[src/rtl/accel_pkg.sv]
// Shared constants for the accelerometer axis filter: axis codes, sample width
// and default filter parameters.
package accel_pkg;

  typedef enum logic [1:0] {
    AXIS_X    = 2'd0,
    AXIS_Y    = 2'd1,
    AXIS_Z    = 2'd2,
    AXIS_RSVD = 2'd3
  } axis_e;

  localparam int unsigned SAMPLE_W        = 8;
  localparam int unsigned AVG_LOG2_DEF    = 2;
  localparam int          TILT_THRESH_DEF = 32;

endpackage

[src/rtl/accel_avg_lane.sv]
// One axis lane: an N-deep sample buffer with a running sum, producing a
// registered moving average (floor of sum / N) and a sticky window-full flag.
module accel_avg_lane
  import accel_pkg::*;
#(
  parameter int unsigned AVG_LOG2 = AVG_LOG2_DEF
) (
  input  logic                CLK,
  input  logic                RESET,
  input  logic                WR_EN,
  input  logic [SAMPLE_W-1:0] SAMPLE,
  output logic [SAMPLE_W-1:0] AVG,
  output logic                FULL
);

  localparam int unsigned N    = 1 << AVG_LOG2;
  localparam int unsigned SumW = SAMPLE_W + AVG_LOG2;
  localparam logic [AVG_LOG2:0] FillMax = (AVG_LOG2 + 1)'(N);

  logic [SAMPLE_W-1:0] mem_q [N];
  logic [AVG_LOG2-1:0] wptr_q;
  logic [AVG_LOG2:0]   fill_q, fill_d;
  logic [SumW-1:0]     sum_q, sum_d;
  logic [SAMPLE_W-1:0] avg_q;
  logic                full_q;
  logic [SAMPLE_W-1:0] oldest;

  // Next running sum: add the new sample, drop the one it overwrites.
  always_comb begin
    oldest = mem_q[wptr_q];
    sum_d  = sum_q + {{AVG_LOG2{SAMPLE[SAMPLE_W-1]}}, SAMPLE}
                   - {{AVG_LOG2{oldest[SAMPLE_W-1]}}, oldest};
    fill_d = (fill_q == FillMax) ? fill_q : fill_q + 1'b1;
  end

  // Lane state; the top bits of the sum are the arithmetic-shifted (floored) average.
  always_ff @(posedge CLK) begin
    if (RESET) begin
      for (int i = 0; i < int'(N); i++) mem_q[i] <= '0;
      wptr_q <= '0;
      fill_q <= '0;
      sum_q  <= '0;
      avg_q  <= '0;
      full_q <= 1'b0;
    end else if (WR_EN) begin
      mem_q[wptr_q] <= SAMPLE;
      wptr_q        <= wptr_q + 1'b1;
      fill_q        <= fill_d;
      sum_q         <= sum_d;
      avg_q         <= sum_d[SumW-1:AVG_LOG2];
      full_q        <= (fill_d == FillMax);
    end
  end

  assign AVG  = avg_q;
  assign FULL = full_q;

endmodule

[src/rtl/accel_axis_filter.sv]
// Per-axis moving-average filter for accelerometer bytes from the SPI
// controller. Optional tilt flags are built when TILT_DETECT_EN is defined.
module accel_axis_filter
  import accel_pkg::*;
#(
  parameter int unsigned AVG_LOG2 = AVG_LOG2_DEF
`ifdef TILT_DETECT_EN
  , parameter int TILT_THRESH = TILT_THRESH_DEF
`endif
) (
  input  logic                CLK,
  input  logic                RESET,
  input  logic [SAMPLE_W-1:0] DATA_IN,
  input  logic                DATA_VALID,
  input  logic [1:0]          AXIS_SEL,
  output logic [SAMPLE_W-1:0] X_AVG,
  output logic [SAMPLE_W-1:0] Y_AVG,
  output logic [SAMPLE_W-1:0] Z_AVG,
  output logic [2:0]          FULL,
  output logic                AVG_VALID,
  output logic [1:0]          AVG_AXIS
`ifdef TILT_DETECT_EN
  , output logic [5:0]        TILT
`endif
);

  logic                accept;
  logic [2:0]          wr_en;
  logic [SAMPLE_W-1:0] avg [3];
  logic                avg_valid_q;
  logic [1:0]          avg_axis_q;

  // Decode the axis tag into a one-hot lane write enable; reserved code is dropped.
  always_comb begin
    accept = 1'b0;
    wr_en  = '0;
    if (DATA_VALID) begin
      unique case (AXIS_SEL)
        AXIS_X:  begin accept = 1'b1; wr_en[0] = 1'b1; end
        AXIS_Y:  begin accept = 1'b1; wr_en[1] = 1'b1; end
        AXIS_Z:  begin accept = 1'b1; wr_en[2] = 1'b1; end
        default: ;
      endcase
    end
  end

  for (genvar g = 0; g < 3; g++) begin : g_lane
    accel_avg_lane #(
      .AVG_LOG2(AVG_LOG2)
    ) u_lane (
      .CLK   (CLK),
      .RESET (RESET),
      .WR_EN (wr_en[g]),
      .SAMPLE(DATA_IN),
      .AVG   (avg[g]),
      .FULL  (FULL[g])
    );
  end

  // Update strobe, aligned with the lane average registers.
  always_ff @(posedge CLK) begin
    if (RESET) begin
      avg_valid_q <= 1'b0;
      avg_axis_q  <= '0;
    end else begin
      avg_valid_q <= accept;
      if (accept) avg_axis_q <= AXIS_SEL;
    end
  end

  assign X_AVG     = avg[0];
  assign Y_AVG     = avg[1];
  assign Z_AVG     = avg[2];
  assign AVG_VALID = avg_valid_q;
  assign AVG_AXIS  = avg_axis_q;

`ifdef TILT_DETECT_EN
  localparam logic signed [SAMPLE_W-1:0] ThrPos = SAMPLE_W'(TILT_THRESH);
  localparam logic signed [SAMPLE_W-1:0] ThrNeg = SAMPLE_W'(-TILT_THRESH);

  // Tilt flags follow the registered averages, so they change in the same cycle.
  always_comb begin
    TILT = '0;
    for (int a = 0; a < 3; a++) begin
      TILT[2*a]   = FULL[a] && ($signed(avg[a]) > ThrPos);
      TILT[2*a+1] = FULL[a] && ($signed(avg[a]) < ThrNeg);
    end
  end
`endif

endmodule

[config.mk]
export PLATFORM = sky130hd
export DESIGN_NAME = accel_axis_filter
export DESIGN_NICKNAME = d
export VERILOG_FILES = /design/src/rtl/accel_pkg.sv /design/src/rtl/accel_avg_lane.sv /design/src/rtl/accel_axis_filter.sv
export SDC_FILE = /design/constraint.sdc
export NUM_CORES = 1
export LEC_CHECK = 0
export ABC_AREA = 1
export BUFFER_PORTS_ARGS = -buffer_cell sky130_fd_sc_hd__buf_2
export CAP_MARGIN = 20
export CELL_PAD_IN_SITES_DETAIL_PLACEMENT = 2
export CELL_PAD_IN_SITES_GLOBAL_PLACEMENT = 2
export CORE_MARGIN = 3
export CORE_UTILIZATION = 38
export DETAILED_ROUTE_END_ITERATION = 16
export HOLD_SLACK_MARGIN = 0.08
export PLACE_DENSITY_LB_ADDON = 0.2
export SLEW_MARGIN = 30
export SYNTH_ARGS = -nofsm -noshare
export SYNTH_HDL_FRONTEND = slang
export SYNTH_SLANG_ARGS = --single-unit
[constraint.sdc]
create_clock -name CLK -period 3.3 [get_ports CLK]
set_clock_uncertainty 0.1 [all_clocks]
set_input_delay 0.495 -clock CLK [delete_from_list [all_inputs] [get_ports CLK]]
set_output_delay 0.495 -clock CLK [all_outputs]
set_load 0.005 [all_outputs]
Yosys cells after proc, flatten, opt, wreduce, memory -nomap -nowiden --
Memory sizes are Yosys's and may differ from the RTL's. A register that Yosys moved wholly into a read port is not among the register bits. Cells that the tools add are included. Widths: inputs -> output; s select.
Operators by class: add/sub/neg operators 12, multiplexer cells 35, eq/ne operators 8, reductions and logical operators 5
Operators by type and width (number):
- $add 10x10->10 | 3
- $sub 10x10->10 | 3
- $mux 8 | 3
- $reduce_or 8->1 | 3
- $mux 1 | 19
- $eq 3x3->1 const B | 6
- $mux 2 | 9
- $mux 3 | 4
- $add 3x1->3 const B | 3
- $add 2x1->2 const B | 3
- $reduce_or 3->1 | 1
- $eq 2x1->1 const B | 1
- $eq 2x2->1 const B | 1
- $logic_not 2->1 | 1
Word-level totals: memories 3, RAM bits 96, bits of input ports 13, word-level logic and storage cells 80, bits in registers 75
Memory list:
- g_lane[0].u_lane.mem_q | depth 4, width 8, read ports 1, clocked after memory_dff 1, write ports 4, RTL line accel_avg_lane.sv:20 | logic [SAMPLE_W-1:0] mem_q [N];
- g_lane[1].u_lane.mem_q | depth 4, width 8, read ports 1, clocked after memory_dff 1, write ports 4, RTL line accel_avg_lane.sv:20
- g_lane[2].u_lane.mem_q | depth 4, width 8, read ports 1, clocked after memory_dff 1, write ports 4, RTL line accel_avg_lane.sv:20

Logic depth before layout (Yosys ltp) --
Gate-level depths: netlist of the first run.
depth in word-level cells 8, depth in mapped cells 17

Hierarchy --
From an unflattened synthesis of the first run, not the netlist that was laid out.
Unflattened totals: cell total of the unflattened synthesis 997, area, all modules 8590.7 µm²
Modules (own cells, without submodules):
- accel_avg_lane (g_lane[1].u_lane ...) | times used 2, sequential area each 1321.3 µm², area each 2821.5 µm², cells an instance 326
- accel_avg_lane (g_lane[0].u_lane) | times used 1, sequential area each 1321.3 µm², area each 2819.0 µm², cells an instance 327
- accel_axis_filter | times used 1, sequential area each 60.1 µm², area each 128.9 µm², cells an instance 18

Worst setup path after synthesis of the first run --
OpenSTA, ideal clock, no wires.
path type in2reg, from in DATA_IN[1], to reg g_lane[1].u_lane.avg_q[6], required time 3.087 ns, stages 10, data arrival time 2.603 ns, setup slack 0.484 ns, buffers on the path 1, cell sequence inv_1 -> clkbuf_1 -> fa_1 -> fa_1 -> o21ai_0 -> nand2_1 -> nand2_1 -> nand2_1 -> nand3_1 -> nand2_1
On the way: word-level cells in the longest chain between the ends 2
Ends and longest elaborated chain:
- start, declared | RTL line accel_axis_filter.sv:13 | input logic [SAMPLE_W-1:0] DATA_IN,
- $add 10x10->10 | RTL line accel_avg_lane.sv:31 | sum_d = sum_q + {{AVG_LOG2{SAMPLE[SAMPLE_W-1]}}, SAMPLE}
- $sub 10x10->10 | RTL line accel_avg_lane.sv:32 | - {{AVG_LOG2{oldest[SAMPLE_W-1]}}, oldest};
- end signal, assigned | RTL line accel_avg_lane.sv:50 | avg_q <= sum_d[SumW-1:AVG_LOG2];
- end, declared | RTL line accel_avg_lane.sv:24 | logic [SAMPLE_W-1:0] avg_q;
Every way passes these cells. A chain may end at the register's enable or synchronous reset.

==> flow_metrics.env, run 1 <==
export IMPL_end_kind="register"
export IMPL_diodes=0
export IMPL_ys_seq_area_frac=0.461
export IMPL_clock_latency_ns=0.43
export IMPL_syn_avg_cell_area_um2=8.61
export IMPL_finalSetupViolCount=0
export IMPL_run_status="finished, final reports clean"
export IMPL_fmax_ghz=0.326
export IMPL_synth_common_cells="nand2_1, inv_1, nor2_1, edfxtp_1, o21ai_0"
export IMPL_cts_root_buf="clkbuf_16"
export IMPL_grt_max_degree=17
export IMPL_wl_met2_um=13500
export IMPL_synthMuxAreaShare=0
export IMPL_slew_limit_headroom=0.634
export IMPL_dp_cells=1315
export IMPL_holdWs_ns=0.310
export IMPL_ys_warn_count=0
export IMPL_grt_overflow=0
export IMPL_cts_path_max_buffers=2
export IMPL_die_h_um=158
export IMPL_synth_nets=1093
export IMPL_slew_violations=0
export IMPL_vias=6865
export IMPL_yosysUniqueCellTypes=34
export IMPL_yosys_area_share_simple=0.210
export IMPL_synth_top_area_share=0.330
export IMPL_start_util=0.394
export IMPL_peakVddDrop_v=0.000365
export IMPL_rows=54
export IMPL_post_route_util=0.440
export IMPL_cts_max_level=4
export IMPL_post_drt_wl_per_cell_um=19.3
export IMPL_fillCellCount=2524
export IMPL_antenna_found_initial=0
export IMPL_drv_cap=0
export IMPL_synth_compound_area_share=0.0885
export IMPL_crit_required_ns=3.49
export IMPL_worstSetupStartpointType="register"
export IMPL_final_nets=1133
export IMPL_rsz0062_at_grt="false"
export IMPL_ant_nets=0
export IMPL_async_flop_share=0
export IMPL_cp_cell_sequence="inv_1 -> o21ai_0 -> o22ai_1 -> fa_1 -> inv_1 -> ha_1 -> a21oi_1 -> o21ai_0 -> buf_4 -> or2_2 -> nand3_1 -> o21ai_0"
export IMPL_dpl_instance_area_mm2=0.00918
export IMPL_path_clk_slew_ns=0.06
export IMPL_firstDrtPassIters=5
export IMPL_period_needed_ns=3.07
export IMPL_hold_class="in2reg"
export IMPL_vias_per_cell=5.10
export IMPL_die_area_mm2=0.0248
export IMPL_synth_xor_area_frac=0.00703
export IMPL_synth_most_common_cell="nand2_1"
export IMPL_dr_first_iter_drc_count=305
export IMPL_fin_area_mm2=0.00975
export IMPL_crit_top_cell="o21ai_0"
export IMPL_ys_flop_type="edfxtp_1"
export IMPL_routed_wl_um=26000
export IMPL_setup_tns_final_ns=0
export IMPL_grt_first_pass_wirelength_um=41400
export IMPL_pin_count=43
export IMPL_critical_path_max_fanout=9
export IMPL_fin_crit_sh=0.929
export IMPL_finalPower_mw=5.42
export IMPL_powerDensity_mw_per_mm2=556
export IMPL_synth_edf_count=96
export IMPL_drc=0
export IMPL_synth_top_family_by_area="simple AND/OR/NAND/NOR gates"
export IMPL_grt_pass1_vias=7680
export IMPL_tightestPinTransition_ns=0.548
export IMPL_core_mm2=0.0222
export IMPL_cp_slowest_cell="fa_1"
export IMPL_slowest_delay_ns=0.50
export IMPL_yosys_top_cells_area="edfxtp_1, dfxtp_1, nand2_1, inv_1, fa_1"
export IMPL_hold_buffers=0
export IMPL_portBuffers=42
export IMPL_hpwl_um=18900
export IMPL_hold_viol=0
export IMPL_cts_tree="yes"
export IMPL_gp_congestion=0.798
export IMPL_pre_cts_ws_ns=0.334
export IMPL_wl_met3_um=710
export IMPL_ys_ff_latch=153
export IMPL_drive_gt1_frac=0.138
export IMPL_syn2layout_area_growth_pct=11.8
export IMPL_cts_inserted_buffers=17
export IMPL_critPathArrivalTime_ns=3.26
export IMPL_wl_met1_um=11200
export IMPL_cts_sinks=153
export IMPL_synth_top_area_cell="edfxtp_1"
export IMPL_layout_setup_ws_ns=0.234
export IMPL_p_leak_nw=4.38
export IMPL_grtUsageTotal=0.220
export IMPL_dr_max_layer_used="met4"
export IMPL_synthesis_area_mm2=0.00873
export IMPL_crit_type="reg2reg"
export IMPL_synthCells=1014
export IMPL_synth_fa_ha_area_frac=0.118
export IMPL_stdcell_count=1347
export IMPL_die_w_um=158
## registers in the layout (all words and copies together) (netlist names), named ones only
name                  cells
g_lane.u_lane.sum_q       7
g_lane.u_lane.AVG        23
AVG_AXIS                  2
g_lane.u_lane.fill_q      9
g_lane.u_lane.FULL        3
g_lane.u_lane.mem_q      96
AVG_VALID                 1
g_lane.u_lane.wptr_q      6
## where the power goes
part	total (mW)	internal (mW)	switching (mW)
combinational	1.33	0.469	0.863
sequential	2.18	2.13	0.0506
clock	1.91	1.03	0.882
total	5.42	3.63	1.80
## critical path, delay by kind of cell (launching register included)
family	cells	cell delay, ns
flops	1	0.49
buf+inv	3	0.43
compound gates	5	0.70
simple gates	2	0.35
fa+ha+maj	2	0.85
## what timing repair did
| item | CTS | global route |
|---|---|---|
| setup endpoints to repair | 0 | 3 |
| setup buffers | 0 | 0 |
| resized for setup | 0 | 2 |
## metal layers
metal	GRT usage	vias to the layer above
met1	0.263	3432
met3	0.0355	26
met4	0.0640	0
met5	0	-
met2	0.407	114
li1	-	3293
## worst paths after layout
path	slack, ns	to	cells after the start	startpoint
worst max-delay path	0.23	g_lane[0].u_lane.AVG[2]$_SDFFE_PP0P_	12	register
worst max register to register	0.23	g_lane[0].u_lane.AVG[2]$_SDFFE_PP0P_	12	register
worst min-delay path	0.31	AVG_VALID$_SDFF_PP0_	3	DATA_VALID
worst min register to register	0.36	g_lane[0].u_lane.FULL$_SDFFE_PP0P_	2	g_lane[0].u_lane.FULL$_SDFFE_PP0P_
## cell type report
cell class / instances / area, um2 / area share
Timing Repair Buffer: 70 / 433 / 0.0444
Multi-Input combinational cell: 631 / 3700 / 0.380
Tap cell: 280 / 350 / 0.0359
Sequential cell: 153 / 4020 / 0.413
Clock inverter: 12 / 106 / 0.0109
Inverter: 181 / 679 / 0.0697
Clock buffer: 20 / 458 / 0.0470
## cell families (layout without fill, tap and decap cells)
logic type	after synthesis	in the layout
AND/OR/NAND/NOR	417	417
buffers and inverters	230	283
flip-flops	153	153
AO/OA/AOI/OAI	141	141
adder cells (fa/ha/maj)	66	66
XOR/XNOR	7	7
## cells in the final DEF (no fill, tap or decap), types with 4 or more instances in the layout
cell type,Yosys,routed
a21oi_1,22,22
buf_2,11,42
buf_4,29,27
clkbuf_16,0,18
clkinv_1,4,4
dfxtp_1,57,57
edfxtp_1,96,96
fa_1,27,27
ha_1,39,39
inv_1,170,170
inv_2,7,7
inv_6,0,5
nand2_1,184,184
nand2_2,6,6
nand3_1,32,32
nand3b_1,5,5
nor2_1,144,144
nor2_2,15,15
nor2_4,10,10
nor3_1,10,10
o21ai_0,75,74
o21ai_1,4,5
o22ai_1,30,30
xor2_1,6,6
Power figures use the tool's default switching activity.
==> run 2, diff against run 1 <==
--- a/config.mk
+++ b/config.mk
@@ -15,6 +15,7 @@
 export DETAILED_ROUTE_END_ITERATION = 16
 export HOLD_SLACK_MARGIN = 0.08
 export PLACE_DENSITY_LB_ADDON = 0.2
+export SETUP_SLACK_MARGIN = 0.1
 export SLEW_MARGIN = 30
 export SYNTH_ARGS = -nofsm -noshare
 export SYNTH_HDL_FRONTEND = slang
==> constraint.sdc (replaced) <==
create_clock -name CLK -period 3.2 [get_ports CLK]
set_clock_uncertainty 0.1 [all_clocks]
set_input_delay 0.48 -clock CLK [delete_from_list [all_inputs] [get_ports CLK]]
set_output_delay 0.48 -clock CLK [all_outputs]
set_load 0.005 [all_outputs]
==> flow_metrics.env, run 2 (synthesis results as in run 1) <==
export IMPL_run_status="finished, final reports clean"
export IMPL_grt_max_degree=17
export IMPL_grt_first_pass_wirelength_um=43600
export IMPL_slew_violations=0
export IMPL_p_int_mw=3.99
export IMPL_powerDensity_mw_per_mm2=592
export IMPL_cts_tree="yes"
export IMPL_fillCellCount=2501
export IMPL_regMostFlops="g_lane.u_lane.mem_q"
export IMPL_die_h_um=158
export IMPL_gp_congestion=0.784
export IMPL_drive_gt1_frac=0.153
export IMPL_rsz0062_at_grt="true"
export IMPL_slew_limit_headroom=0.608
export IMPL_setup_tns_final_ns=0
export IMPL_drv_cap=0
export IMPL_p_comb_frac=0.243
export IMPL_post_drt_wl_per_cell_um=20.6
export IMPL_rows=54
export IMPL_clock_latency_ns=0.43
export IMPL_cts_inserted_buffers=17
export IMPL_grt_overflow=0
export IMPL_largest_reg_flops=96
export IMPL_cts_sinks=153
export IMPL_die_w_um=158
export IMPL_peakVddDrop_v=0.000446
export IMPL_period_needed_ns=3.00
export IMPL_hold_viol=0
export IMPL_diodes=0
export IMPL_cts_root_buf="clkbuf_16"
export IMPL_cts_path_max_buffers=2
export IMPL_crit_required_ns=3.43
export IMPL_antenna_found_initial=0
export IMPL_drc=0
export IMPL_end_kind="register"
export IMPL_grtUsageTotal=0.233
export IMPL_reg2reg_depth=14
export IMPL_fmax_ghz=0.333
export IMPL_ant_nets=0
export IMPL_switching_share=0.319
export IMPL_path_clk_slew_ns=0.07
export IMPL_syn2layout_area_growth_pct=13.5
export IMPL_p_seq_frac=0.384
export IMPL_hold_buffers=0
export IMPL_hold_class="in2reg"
export IMPL_pin_count=43
export IMPL_tightestPinTransition_ns=0.588
export IMPL_start_util=0.394
export IMPL_firstDrtPassIters=4
export IMPL_p_sw_mw=1.87
export IMPL_hold_depth=3
export IMPL_crit_type="reg2reg"
export IMPL_worstSetupStartpointType="register"
export IMPL_die_area_mm2=0.0248
export IMPL_layout_commonest_cell="nand2_1"
export IMPL_finalPower_mw=5.86
export IMPL_p_leak_nw=4.45
export IMPL_vias_per_cell=5.19
export IMPL_power_frac_clock=0.372
export IMPL_portBuffers=42
export IMPL_cts_max_level=4
export IMPL_layout_common_cells="nand2_1, inv_1, nor2_1"
export IMPL_finalSetupViolCount=0
export IMPL_final_nets=1139
export IMPL_grt_pass1_vias=7792
export IMPL_hpwl_um=19500
export IMPL_vias=7026
export IMPL_critPathArrivalTime_ns=3.23
export IMPL_dr_first_iter_drc_count=353
export IMPL_core_mm2=0.0222
export IMPL_routed_wl_um=27900
export IMPL_critical_path_max_fanout=7
export IMPL_fin_crit_sh=0.938
run 2: changes by cell type in the layout (fill, tap and decap cells not counted), sizes merged:
cell,delta
clkinvlp,+1
inv,-3
clkbuf,+1
bufinv,+3
clkinv,-1
buf,+5
run 2: metal layers:
metal | global-route usage | vias up | part of all wire
met3 | 0.0308 | 50 | 0.028
met4 | 0.0893 | 0 | 0.030
met1 | 0.272 | 3543 | 0.41
li1 | - | 3302 | -
met5 | 0 | - | 0
met2 | 0.432 | 131 | 0.53
run 2: repair_timing:
action	CTS	global route
gates resized for setup	0	17
setup endpoints to repair	0	10
buffers inserted	0	6
run 2: worst paths after layout:
| path | from | end | slack, ns |
|---|---|---|---|
| max | register | g_lane[2].u_lane.sum_q[9]$_SDFFE_PP0P_ | 0.20 |
| min reg2reg | g_lane[1].u_lane.sum_q[0]$_SDFFE_PP0P_ | g_lane[1].u_lane.sum_q[0]$_SDFFE_PP0P_ | 0.37 |
| min | DATA_VALID | AVG_VALID$_SDFF_PP0_ | 0.30 |
| max reg2reg | register | g_lane[2].u_lane.sum_q[9]$_SDFFE_PP0P_ | 0.20 |
run 2: layout make-up:
type	instances	area [um2]	area share
clock buffers	20	458	0.0462
well taps	280	350	0.0354
clock inverters	12	163	0.0164
repair buffers	76	502	0.0507
inverters	181	683	0.0690
flip-flops and latches	153	4030	0.406
multi-input cells	631	3720	0.376
run 2: critical path: stages (launching register included):
cell and delay, ns:
dfxtp_2 0.36, clkinvlp_4 0.16, buf_2 0.21, o21ai_0 0.24, o22ai_1 0.16, fa_1 0.51
inv_1 0.05, ha_1 0.36, nand2_1 0.13, nor2_2 0.18, nand3_1 0.16, nand3_1 0.12
nand2_1 0.05, nand3_1 0.06, nand2_1 0.05
run 2: per-stage QoR:
stage          hold slack (ns)  cell area, um2  setup slack (ns)  utilization  std cells
2_1_floorplan            0.329            8730             0.399            -       1014
3_3_place_gp             0.341            9210             0.276        0.415       1315
3_5_place_dp             0.360            9210             0.257        0.415       1315
4_1_cts                  0.286            9830             0.216        0.443       1347
5_1_grt                  0.317            9910            0.0248        0.447       1353
6_report                 0.295            9910             0.199        0.447       1353
run 2: power groups by stage:
stage	Clock [mW]	Combinational (mW)	Sequential, mW
finish	2.18	1.43	2.25
detailed placement	0	1.37	2.29
floorplan	0	0.982	2.27
CTS	2.22	1.42	2.25
global route	2.29	1.64	2.26
global placement	0	1.30	2.29
==> run 3, diff against run 2 <==
--- a/config.mk
+++ b/config.mk
@@ -5,13 +5,12 @@
 export SDC_FILE = /design/constraint.sdc
 export NUM_CORES = 1
 export LEC_CHECK = 0
-export ABC_AREA = 1
 export BUFFER_PORTS_ARGS = -buffer_cell sky130_fd_sc_hd__buf_2
 export CAP_MARGIN = 20
 export CELL_PAD_IN_SITES_DETAIL_PLACEMENT = 2
 export CELL_PAD_IN_SITES_GLOBAL_PLACEMENT = 2
 export CORE_MARGIN = 3
-export CORE_UTILIZATION = 38
+export CORE_UTILIZATION = 41
 export DETAILED_ROUTE_END_ITERATION = 16
 export HOLD_SLACK_MARGIN = 0.08
 export PLACE_DENSITY_LB_ADDON = 0.2
==> flow_metrics.env, run 3 <==
export IMPL_rows=52
export IMPL_slew_limit_headroom=0.543
export IMPL_stdcell_count=1176
export IMPL_path_clk_slew_ns=0.07
export IMPL_core_mm2=0.0204
export IMPL_rsz0062_at_grt="true"
export IMPL_synth_top_area_cell="edfxtp_1"
export IMPL_firstDrtPassIters=4
export IMPL_critical_path_max_fanout=2
export IMPL_cts_max_level=4
export IMPL_die_h_um=151
export IMPL_setup_tns_final_ns=-0.463
export IMPL_fin_crit_sh=1.08
export IMPL_drv_cap=0
export IMPL_final_nets=972
export IMPL_end_kind="register"
export IMPL_post_drt_wl_per_cell_um=27.5
export IMPL_fmax_ghz=0.290
export IMPL_grtUsageTotal=0.280
export IMPL_critPathArrivalTime_ns=3.71
export IMPL_antenna_found_initial=0
export IMPL_diodes=0
export IMPL_crit_required_ns=3.46
export IMPL_layout_setup_ws_ns=-0.245
export IMPL_pin_count=43
export IMPL_cts_inserted_buffers=17
export IMPL_hold_viol=0
export IMPL_fillCellCount=2013
export IMPL_ys_seq_area_frac=0.469
export IMPL_cts_sinks=153
export IMPL_async_flop_share=0
export IMPL_fin_area_mm2=0.0107
export IMPL_hold_buffers=0
export IMPL_synth_most_common_cell="inv_1"
export IMPL_p_seq_frac=0.362
export IMPL_dp_cells=1124
export IMPL_period_needed_ns=3.45
export IMPL_cts_root_buf="clkbuf_16"
export IMPL_synthesis_area_mm2=0.00858
export IMPL_grt_pass1_vias=7612
export IMPL_p_leak_nw=4.38
export IMPL_ant_nets=0
export IMPL_drc=0
export IMPL_die_area_mm2=0.0227
export IMPL_layout_common_cells="inv_1, edfxtp_1, nor2_1"
export IMPL_layout_commonest_cell="inv_1"
export IMPL_wl_met3_um=1100
export IMPL_powerDensity_mw_per_mm2=587
export IMPL_synth_nets=882
export IMPL_die_w_um=151
export IMPL_synth_common_cells="inv_1, edfxtp_1, nor2_1, dfxtp_1, nand2_1"
export IMPL_yosys_top_cells_area="edfxtp_1, dfxtp_1, fa_1, mux4_2, ha_1"
export IMPL_ys_flop_type="edfxtp_1"
export IMPL_ys_ff_latch=153
export IMPL_start_util=0.421
export IMPL_clock_latency_ns=0.43
export IMPL_slew_violations=0
export IMPL_portBuffers=42
export IMPL_p_sw_mw=2.07
export IMPL_power_frac_clock=0.324
export IMPL_dpl_instance_area_mm2=0.00938
export IMPL_p_comb_frac=0.314
export IMPL_vias_per_cell=5.64
export IMPL_wl_met1_um=12500
export IMPL_crit_type="reg2reg"
export IMPL_dr_first_iter_drc_count=370
export IMPL_dr_max_layer_used="met4"
export IMPL_gp_congestion=0.803
export IMPL_switching_share=0.331
export IMPL_post_route_util=0.525
export IMPL_largest_reg_flops=96
export IMPL_finalSetupViolCount=5
export IMPL_grt_max_degree=44
export IMPL_synth_edf_count=96
export IMPL_cts_path_max_buffers=2
export IMPL_violations="negative setup slack"
export IMPL_yosysUniqueCellTypes=60
export IMPL_regMostFlops="g_lane.u_lane.mem_q"
export IMPL_tightestPinTransition_ns=0.680
export IMPL_wl_met2_um=17600
export IMPL_syn_avg_cell_area_um2=10.7
export IMPL_hpwl_um=20200
export IMPL_run_status="complete, but fails checks"
export IMPL_hold_class="in2reg"
export IMPL_ys_warn_count=0
export IMPL_worstSetupStartpointType="register"
export IMPL_peakVddDrop_v=0.000403
export IMPL_cts_tree="yes"
export IMPL_vias=6634
export IMPL_synth_top_area_share=0.336
export IMPL_syn2layout_area_growth_pct=24.7
export IMPL_grt_overflow=0
export IMPL_grt_first_pass_wirelength_um=46700
export IMPL_synthCells=803
export IMPL_p_int_mw=4.20
export IMPL_routed_wl_um=32300
export IMPL_drive_gt1_frac=0.328
run 3: changes by cell type in the layout (fill, tap and decap cells not counted), moves of 23 or more:
cell	previous run	this run
nor2_1	143	74
ha_1	38	14
inv_1	166	104
buf_4	28	73
o22ai_1	29	0
nand2_1	184	49
o21ai_0	71	11
and2_1	0	23
nand3_1	32	2
ha_4	0	23
mux4_2	0	24
run 3: area by class of cell:
class                      instances  area (um2)  area share
multi-input combinational        472        4310       0.403
clock buffer                      18         429      0.0401
timing repair buffer             132        1010      0.0940
sequential                       153        4030       0.377
clock inverter                    14         138      0.0129
tap                              270         338      0.0316
inverter                         117         442      0.0413
run 3: routing by layer:
metal  track usage  vias up
met5             0        -
li1              -     2907
met2         0.514      165
met3        0.0449       77
met1         0.321     3485
met4         0.120        0
run 3: worst max-delay path, stage by stage, from the launching register on:
cell	delay (ns)
edfxtp_1	0.42
mux4_2	0.52
fa_2	0.62
inv_2	0.06
ha_4	0.24
a211oi_2	0.22
nor2_2	0.11
o31ai_4	0.32
a21oi_2	0.12
or4_4	0.50
a21oi_2	0.14
run 3: path summary, 6_finish.rpt:
kind                                                              from                                    to  slack, ns  cells past startpoint
worst max-delay path            g_lane[1].u_lane.mem_q[3][1]$_DFFE_PP_  g_lane[1].u_lane.AVG[7]$_SDFFE_PP0P_      -0.25                     10
worst min-delay path                                             RESET                  AVG_VALID$_SDFF_PP0_       0.31                      3
worst max register to register  g_lane[1].u_lane.mem_q[3][1]$_DFFE_PP_  g_lane[1].u_lane.AVG[7]$_SDFFE_PP0P_      -0.25                     10
worst min register to register    g_lane[0].u_lane.AVG[4]$_SDFFE_PP0P_  g_lane[0].u_lane.AVG[4]$_SDFFE_PP0P_       0.37                      2
run 3: timing repair:
item | in CTS | in global routing
gates resized for setup | 89 | 46
endpoints found under the setup margin | 16 | 16
buffers inserted | 14 | 9
pin swaps | 41 | 41
run 3: kinds of logic (layout without fill, tap and decap cells):
family | count (synthesis) | in the layout | synth area share
AOI/OAI and AO/OA | 116 | 116 | 0.0889
xor gates and xnor gates | 22 | 22 | 0.0225
adders and majority gates | 66 | 66 | 0.120
buffers and inverters | 178 | 281 | 0.0919
DFF | 153 | 153 | 0.469
muxes | 28 | 28 | 0.0680
and+or+nand+nor | 240 | 240 | 0.140
run 3: through the flow:
| step | hold slack, ns | setup slack, ns | total power [mW] |
|---|---|---|---|
| 2_1_floorplan | 0.325 | 0.0539 | 3.15 |
| 3_3_place_gp | 0.340 | -0.0777 | 3.57 |
| 3_5_place_dp | 0.354 | -0.330 | 3.69 |
| 4_1_cts | 0.297 | -0.101 | 5.97 |
| 5_1_grt | 0.317 | -0.328 | 6.52 |
| 6_report | 0.308 | -0.245 | 6.28 |
run 3: power by group through the flow:
stage | Sequential, mW | Clock (mW) | Combinational (mW)
CTS | 2.27 | 2.02 | 1.68
detailed placement | 2.31 | 0 | 1.39
finish | 2.27 | 2.03 | 1.97
global placement | 2.30 | 0 | 1.27
global route | 2.28 | 2.13 | 2.11
floorplan | 2.27 | 0 | 0.887
